### src/rtl/alt_vipvfr121_common_burst_sequencer_if.sv
// Client request, client data and bursting-master command/data signals of the burst sequencer.
// The sequencer uses the master modport; the surrounding client/master logic uses the slave modport.
interface alt_vipvfr121_common_burst_sequencer_if #(
   parameter int ADDR_WIDTH                     = 16,
   parameter int DATA_WIDTH                     = 16,
   parameter int MAX_BURST_LENGTH_REQUIREDWIDTH = 11,
   parameter int LEN_WIDTH                      = 24
);
   logic                                      start;
   logic [ADDR_WIDTH-1:0]                     start_addr;
   logic [LEN_WIDTH-1:0]                      start_words;
   logic                                      start_write;
   logic                                      busy;
   logic                                      done;
   logic [DATA_WIDTH-1:0]                     client_wdata;
   logic                                      client_wvalid;
   logic                                      client_wready;
   logic [DATA_WIDTH-1:0]                     client_rdata;
   logic                                      client_rvalid;
   logic                                      client_rready;
   logic [ADDR_WIDTH-1:0]                     master_addr;
   logic                                      master_command;
   logic                                      master_is_burst;
   logic                                      master_is_write_not_read;
   logic [MAX_BURST_LENGTH_REQUIREDWIDTH-1:0] master_burst_length;
   logic [DATA_WIDTH-1:0]                     master_writedata;
   logic                                      master_write;
   logic [DATA_WIDTH-1:0]                     master_readdata;
   logic                                      master_read;
   logic                                      master_stall;

   modport master (
      input  start, start_addr, start_words, start_write,
      input  client_wdata, client_wvalid, client_rready,
      input  master_readdata, master_stall,
      output busy, done, client_wready, client_rdata, client_rvalid,
      output master_addr, master_command, master_is_burst, master_is_write_not_read,
      output master_burst_length, master_writedata, master_write, master_read
   );

   modport slave (
      output start, start_addr, start_words, start_write,
      output client_wdata, client_wvalid, client_rready,
      output master_readdata, master_stall,
      input  busy, done, client_wready, client_rdata, client_rvalid,
      input  master_addr, master_command, master_is_burst, master_is_write_not_read,
      input  master_burst_length, master_writedata, master_write, master_read
   );
endinterface

### src/rtl/alt_vipvfr121_common_burst_sequencer.sv
// Splits one linear client transfer into bursts for the bursting master, pacing client
// data beats against the credit of words already commanded so the global stall cannot deadlock.
module alt_vipvfr121_common_burst_sequencer #(
   parameter int ADDR_WIDTH                     = 16,
   parameter int DATA_WIDTH                     = 16,
   parameter int MAX_BURST_LENGTH_REQUIREDWIDTH = 11,
   parameter int LEN_WIDTH                      = 24,
   parameter int BURST_LENGTH                   = 32,
   parameter int WORD_BYTES                     = 2,
   parameter int OUTSTANDING_MAX                = 64
) (
   input logic clock,
   input logic reset,
   alt_vipvfr121_common_burst_sequencer_if.master bus
);
   localparam int CRW = $clog2(OUTSTANDING_MAX + 1);
   localparam int LW1 = LEN_WIDTH + 1;
   localparam logic [LEN_WIDTH-1:0]  BURST_L      = LEN_WIDTH'(BURST_LENGTH);
   localparam logic [LEN_WIDTH:0]    OUT_MAX_L    = LW1'(OUTSTANDING_MAX);
   localparam logic [ADDR_WIDTH-1:0] WORD_BYTES_A = ADDR_WIDTH'(WORD_BYTES);

   typedef enum logic [1:0] {IDLE, RUN, FINISH} state_t;

   state_t                state, state_next;
   logic [ADDR_WIDTH-1:0] addr;
   logic [LEN_WIDTH-1:0]  cmd_left;
   logic [LEN_WIDTH-1:0]  words;
   logic [LEN_WIDTH-1:0]  transferred;
   logic [CRW-1:0]        credit;
   logic                  is_write;
   logic [LEN_WIDTH-1:0]  cmd_len;
   logic                  run, has_credit, cmd_ok, cmd_accept, wr_beat, rd_beat, beat;
   logic                  busy_c, done_c;

   function automatic logic [LEN_WIDTH-1:0] min_len(input logic [LEN_WIDTH-1:0] left);
      return (left > BURST_L) ? BURST_L : left;
   endfunction

   assign cmd_len    = min_len(cmd_left);
   assign run        = (state == RUN);
   assign has_credit = (credit != '0);
   // A command only goes out if its words still fit under the outstanding cap.
   assign cmd_ok     = run && (cmd_left != '0) &&
                       (({1'b0, cmd_len} + LW1'(credit)) <= OUT_MAX_L);
   assign cmd_accept = cmd_ok && !bus.master_stall;
   assign wr_beat    = run && is_write && has_credit && !bus.master_stall && bus.client_wvalid;
   assign rd_beat    = run && !is_write && has_credit && !bus.master_stall && bus.client_rready;
   assign beat       = wr_beat || rd_beat;

   assign bus.master_command           = cmd_ok;
   assign bus.master_addr              = addr;
   assign bus.master_burst_length      = MAX_BURST_LENGTH_REQUIREDWIDTH'(cmd_len);
   assign bus.master_is_burst          = (cmd_len > LEN_WIDTH'(1));
   assign bus.master_is_write_not_read = is_write;
   assign bus.master_write             = run && is_write && has_credit && bus.client_wvalid;
   assign bus.client_wready            = run && is_write && has_credit && !bus.master_stall;
   assign bus.master_writedata         = (run && is_write) ? bus.client_wdata : '0;
   assign bus.master_read              = run && !is_write && has_credit && bus.client_rready;
   assign bus.client_rvalid            = run && !is_write && has_credit && !bus.master_stall;
   assign bus.client_rdata             = (run && !is_write) ? bus.master_readdata : '0;
   assign bus.busy                     = busy_c;
   assign bus.done                     = done_c;

   always_ff @(posedge clock) begin
      if (reset) state <= IDLE;
      else       state <= state_next;
   end

   always_comb begin
      state_next = state;
      busy_c     = 1'b0;
      done_c     = 1'b0;
      case (state)
         IDLE: begin
            if (bus.start) state_next = (bus.start_words == '0) ? FINISH : RUN;
         end
         RUN: begin
            busy_c = 1'b1;
            if (beat && ((transferred + LEN_WIDTH'(1)) == words)) state_next = FINISH;
         end
         FINISH: begin
            busy_c     = 1'b1;
            done_c     = 1'b1;
            state_next = IDLE;
         end
         default: state_next = IDLE;
      endcase
   end

   always_ff @(posedge clock) begin
      if (reset) begin
         addr        <= '0;
         cmd_left    <= '0;
         words       <= '0;
         transferred <= '0;
         credit      <= '0;
         is_write    <= 1'b0;
      end else if (state == IDLE) begin
         if (bus.start) begin
            addr        <= bus.start_addr;
            cmd_left    <= bus.start_words;
            words       <= bus.start_words;
            transferred <= '0;
            credit      <= '0;
            is_write    <= bus.start_write;
         end
      end else if (run) begin
         if (cmd_accept) begin
            addr     <= addr + ADDR_WIDTH'(cmd_len) * WORD_BYTES_A;
            cmd_left <= cmd_left - cmd_len;
         end
         // Command acceptance and data beat in one cycle net to cmd_len - 1.
         credit <= credit + (cmd_accept ? CRW'(cmd_len) : CRW'(0)) - (beat ? CRW'(1) : CRW'(0));
         if (beat) transferred <= transferred + LEN_WIDTH'(1);
      end
   end
endmodule

### src/flat_wrapper.sv
// flat-port wrapper written by rule: the top's interface ports become plain ports
module alt_vipvfr121_common_burst_sequencer_flat 
#(
   parameter int ADDR_WIDTH                     = 16,
   parameter int DATA_WIDTH                     = 16,
   parameter int MAX_BURST_LENGTH_REQUIREDWIDTH = 11,
   parameter int LEN_WIDTH                      = 24,
   parameter int BURST_LENGTH                   = 32,
   parameter int WORD_BYTES                     = 2,
   parameter int OUTSTANDING_MAX                = 64
)
  (clock, reset, bus_start, bus_start_addr, bus_start_words, bus_start_write, bus_client_wdata, bus_client_wvalid, bus_client_rready, bus_master_readdata, bus_master_stall, bus_busy, bus_done, bus_client_wready, bus_client_rdata, bus_client_rvalid, bus_master_addr, bus_master_command, bus_master_is_burst, bus_master_is_write_not_read, bus_master_burst_length, bus_master_writedata, bus_master_write, bus_master_read);
  alt_vipvfr121_common_burst_sequencer_if #(.ADDR_WIDTH(ADDR_WIDTH), .DATA_WIDTH(DATA_WIDTH), .MAX_BURST_LENGTH_REQUIREDWIDTH(MAX_BURST_LENGTH_REQUIREDWIDTH), .LEN_WIDTH(LEN_WIDTH)) bus_i ();
  input logic clock;
  input logic reset;
  input wire logic [$bits(bus_i.start)-1:0] bus_start;
  input wire logic [$bits(bus_i.start_addr)-1:0] bus_start_addr;
  input wire logic [$bits(bus_i.start_words)-1:0] bus_start_words;
  input wire logic [$bits(bus_i.start_write)-1:0] bus_start_write;
  input wire logic [$bits(bus_i.client_wdata)-1:0] bus_client_wdata;
  input wire logic [$bits(bus_i.client_wvalid)-1:0] bus_client_wvalid;
  input wire logic [$bits(bus_i.client_rready)-1:0] bus_client_rready;
  input wire logic [$bits(bus_i.master_readdata)-1:0] bus_master_readdata;
  input wire logic [$bits(bus_i.master_stall)-1:0] bus_master_stall;
  output wire logic [$bits(bus_i.busy)-1:0] bus_busy;
  output wire logic [$bits(bus_i.done)-1:0] bus_done;
  output wire logic [$bits(bus_i.client_wready)-1:0] bus_client_wready;
  output wire logic [$bits(bus_i.client_rdata)-1:0] bus_client_rdata;
  output wire logic [$bits(bus_i.client_rvalid)-1:0] bus_client_rvalid;
  output wire logic [$bits(bus_i.master_addr)-1:0] bus_master_addr;
  output wire logic [$bits(bus_i.master_command)-1:0] bus_master_command;
  output wire logic [$bits(bus_i.master_is_burst)-1:0] bus_master_is_burst;
  output wire logic [$bits(bus_i.master_is_write_not_read)-1:0] bus_master_is_write_not_read;
  output wire logic [$bits(bus_i.master_burst_length)-1:0] bus_master_burst_length;
  output wire logic [$bits(bus_i.master_writedata)-1:0] bus_master_writedata;
  output wire logic [$bits(bus_i.master_write)-1:0] bus_master_write;
  output wire logic [$bits(bus_i.master_read)-1:0] bus_master_read;
  assign bus_i.start = bus_start;
  assign bus_i.start_addr = bus_start_addr;
  assign bus_i.start_words = bus_start_words;
  assign bus_i.start_write = bus_start_write;
  assign bus_i.client_wdata = bus_client_wdata;
  assign bus_i.client_wvalid = bus_client_wvalid;
  assign bus_i.client_rready = bus_client_rready;
  assign bus_i.master_readdata = bus_master_readdata;
  assign bus_i.master_stall = bus_master_stall;
  assign bus_busy = bus_i.busy;
  assign bus_done = bus_i.done;
  assign bus_client_wready = bus_i.client_wready;
  assign bus_client_rdata = bus_i.client_rdata;
  assign bus_client_rvalid = bus_i.client_rvalid;
  assign bus_master_addr = bus_i.master_addr;
  assign bus_master_command = bus_i.master_command;
  assign bus_master_is_burst = bus_i.master_is_burst;
  assign bus_master_is_write_not_read = bus_i.master_is_write_not_read;
  assign bus_master_burst_length = bus_i.master_burst_length;
  assign bus_master_writedata = bus_i.master_writedata;
  assign bus_master_write = bus_i.master_write;
  assign bus_master_read = bus_i.master_read;
  alt_vipvfr121_common_burst_sequencer #(.ADDR_WIDTH(ADDR_WIDTH), .DATA_WIDTH(DATA_WIDTH), .MAX_BURST_LENGTH_REQUIREDWIDTH(MAX_BURST_LENGTH_REQUIREDWIDTH), .LEN_WIDTH(LEN_WIDTH), .BURST_LENGTH(BURST_LENGTH), .WORD_BYTES(WORD_BYTES), .OUTSTANDING_MAX(OUTSTANDING_MAX)) u_core (.clock(clock), .reset(reset), .bus(bus_i));
endmodule
### config.mk
export PLATFORM = sky130hd
export DESIGN_NAME = alt_vipvfr121_common_burst_sequencer_flat
export DESIGN_NICKNAME = d
export VERILOG_FILES = /design/src/rtl/alt_vipvfr121_common_burst_sequencer_if.sv /design/src/rtl/alt_vipvfr121_common_burst_sequencer.sv /design/src/flat_wrapper.sv
export SDC_FILE = /design/constraint.sdc
export NUM_CORES = 1
export LEC_CHECK = 0
export CORE_ASPECT_RATIO = 0.5
export CORE_MARGIN = 3
export CORE_UTILIZATION = 35
export DETAILED_ROUTE_END_ITERATION = 8
export PLACE_DENSITY_LB_ADDON = 0.25
export SLEW_MARGIN = 20
export SYNTH_ARGS = -nofsm -noshare
export SYNTH_HDL_FRONTEND = slang
export SYNTH_SLANG_ARGS = --single-unit
### constraint.sdc
create_clock -name clock -period 13.9 [get_ports clock]
set_clock_uncertainty 0.15 [all_clocks]
set_input_delay 2.085 -clock clock [delete_from_list [all_inputs] [get_ports clock]]
set_output_delay 2.085 -clock clock [all_outputs]
set_load 0.01 [all_outputs]
==> metrics.yaml <==
status: "complete, no violations"
synth-seq-cells: 98
cp-start-kind: "flop"
routed_wl_um: 22600
finalNonFillerCells: 1348
die_h_um: 108
wl_per_cell_um: 16.8
drtIter0Drc: 539
drc: 0
grt_max_degree: 81
placementRows: 36
cts_tree: "built"
seq_area_sq_um: 1960
yosysWarnings: 0
ctsResizeCount: 0
syn_area_sq_um: 7280
hold_path_end: "u_core.bus.master_addr[0]$_SDFFE_PP0P_"
setup_viol: 0
multiInputGateArea_sq_um: 4910
cellLeakagePower_uw: 0.00343
detail-route-antenna-nets: 0
slew_headroom_pct: 29.3
clock_sinks: 98
grt_pass1_wl_um: 36500
yosysUniqueCellTypes: 80
cts_made_buffers: 9
place_hpwl_um: 16400
endpoint_kind: "output pin"
start_util_pct: 36.6
nFillCells: 2011
clk_pin_slew_ns: 0.09
setup_tns_ns: 0
gp_congestion: 0.865
p_per_area_nw_per_um2: 107
htree_levels: 3
synth_compound_area_share_pct: 25.3
hold_path_depth: 2
crit_required_ns: 11.66
ios: 147
clockBufferDepth: 2
synth_top_cell_area_share_pct: 27.0
synth_common_cells: "nand2_1, a21oi_1, dfxtp_1, nor2_1, o21ai_0"
n_antenna_cell: 0
antenna_found_initial: 0
overflow: 0
final_nets: 1197
ir_drop_mv: 0.0654
hp-start: "u_core.bus.master_addr[0]$_SDFFE_PP0P_"
rsz0062_at_grt: "false"
dieArea_sq_um: 22700
reg2reg_depth: 22
core_region_area_sq_um: 19900
synthMostInstantiatedCell: "nand2_1"
ys_async_sr_fraction_pct: 0
synthAdderAreaFrac_pct: 7.36
syn_inst: 975
hold_viol: 0
io_buffers: 141
ys.flop_type: "dfxtp_1"
synth_top_family_by_area: "simple AND/OR/NAND/NOR gates"
vias_per_cell: 5.47
dp.cells: 1332
synth_xor_area_share_pct: 5.06
fmax_ghz: 0.149
vias: 7375
worstReg2RegEnd: "u_core.credit[6]$_SDFFE_PP0P_"
finalCritPeriodShare_pct: 48.1
finalMaxSlewViolations: 0
worstPathArrival_ns: 4.46
hold_path.class: "reg -> reg"
worstReg2RegStart: "u_core.cmd_left[9]$_SDFFE_PP0P_"
track_usage_pct: 19.8
grt_pass1_vias: 6811
r2r_setup_slack_ns: 7.66
fp.dieW_um: 210
period_minus_slack_ns: 6.69
ys_seq_area_share_pct: 27.0
synthToLayoutAreaGrowth_pct: 24.9
postCtsSetupBuffers: 0
synth.top_cells.by_area: "dfxtp_1, a21oi_1, ha_1, nand2_1, nor2_1"
cts_root_buf: "clkbuf_16"
cp_max_fo: 13
drive_gt1_share_pct: 4.81
avgSynthCellArea_sq_um: 7.46
maxCapViolations: 0
synth.mux.area_fraction_pct: 0.825
synth_edf_count: 0
dr.pass1.iters: 5
worst_pin_slew_ns: 1.06
hold_buffers: 0
synth_area_leader_cell: "dfxtp_1"
fin_hold_ws_ns: 0.312
path_class: "reg -> out"
clk_latency_ns: 0.36
synth-simple-area-share_pct: 28.0
[registers in the layout, summed over array words and instances (netlist names)]
signal,flops
u_core.state,2
u_core.bus.master_addr,16
u_core.transferred,24
u_core.credit,7
u_core.bus.master_is_write_not_read,1
u_core.cmd_left,24
u_core.words,24
[routing by layer]
metal / global-route usage [%] / wire, um / vias up / share of wire (%)
met5: 0 / 0 / - / 0
met4: 2.53 / 158 / 0 / 0.70
met3: 3.71 / 873 / 15 / 3.9
met2: 32.1 / 10300 / 145 / 46
met1: 28.1 / 11300 / 3525 / 50
li1: - / - / 3690 / -
[placed cells by master, fill, tap and decap left out, types with 11 or more instances in the layout]
cell and n:
inv_1 35, a211oi_1 30, o21ai_1 11, ha_1 37, xor2_1 17, a31oi_1 16, xnor2_1 25, nor3_1 32
nand2b_1 11, a21oi_1 103, nand2_1 112, and2_1 28, dfxtp_1 98, nor4_1 15, conb_1 15, nor2_1 92
clkdlybuf4s50_1 140, nand3_1 14, and3_1 27, o21ai_0 47
[cell type report]
type | count | share of cell area [%]
Clock inverter | 7 | 0.647
Sequential cell | 98 | 21.6
Timing Repair Buffer | 148 | 16.1
Inverter | 35 | 1.45
Tap cell | 266 | 3.66
Clock buffer | 9 | 2.48
Multi-Input combinational cell | 785 | 54.1
[worst max path at each step]
stage,startpoint,to,slack (ns),cells past startpoint
2_1_floorplan,u_core.cmd_left[1]$_SDFFE_PP0P_,u_core.credit[6]$_SDFFE_PP0P_,8.25,24
3_3_place_gp,u_core.cmd_left[1]$_SDFFE_PP0P_,bus_master_command,7.73,11
4_1_cts,u_core.cmd_left[9]$_SDFFE_PP0P_,bus_master_command,7.20,10
6_report,u_core.cmd_left[9]$_SDFFE_PP0P_,bus_master_command,7.21,10
5_1_grt,u_core.cmd_left[11]$_SDFFE_PP0P_,bus_master_command,6.91,10
3_5_place_dp,u_core.cmd_left[9]$_SDFFE_PP0P_,bus_master_command,7.64,10
[worst max-delay path, cell delays in order, from the launching register on]
cell	delay, ns
dfxtp_1	0.34
nor4_1	0.81
and4_1	0.59
and2_1	0.25
ha_1	0.20
fa_1	0.42
nor2_1	0.12
o211ai_1	0.09
or3_4	0.42
a211oi_1	0.28
clkdlybuf4s50_1	0.59
[kinds of logic (layout without fill, tap and decap cells)]
logic type,count (synthesis),in the layout
buf+inv,105,199
xor+xnor,42,42
other cells,2,15
compound gates,287,287
mux,6,6
fa+ha+maj,41,41
simple gates,394,394
flops,98,98
[per-stage QoR]
stage	area [sq um]	setup WS [ns]	power [uW]	util, %
after global routing	9090	6.91	1040	45.6
after CTS	9080	7.20	974	45.6
final	9090	7.21	976	45.6
after floorplan	7330	8.25	602	-
after detailed placement	8800	7.64	724	44.2
after global placement	8800	7.73	718	44.2
[where the power goes]
| part | switching, uW | internal [uW] |
|---|---|---|
| sequential | 31.5 | 308 |
| combinational | 221 | 164 |
| clock | 126 | 125 |
(Power assumes the default switching activity.)
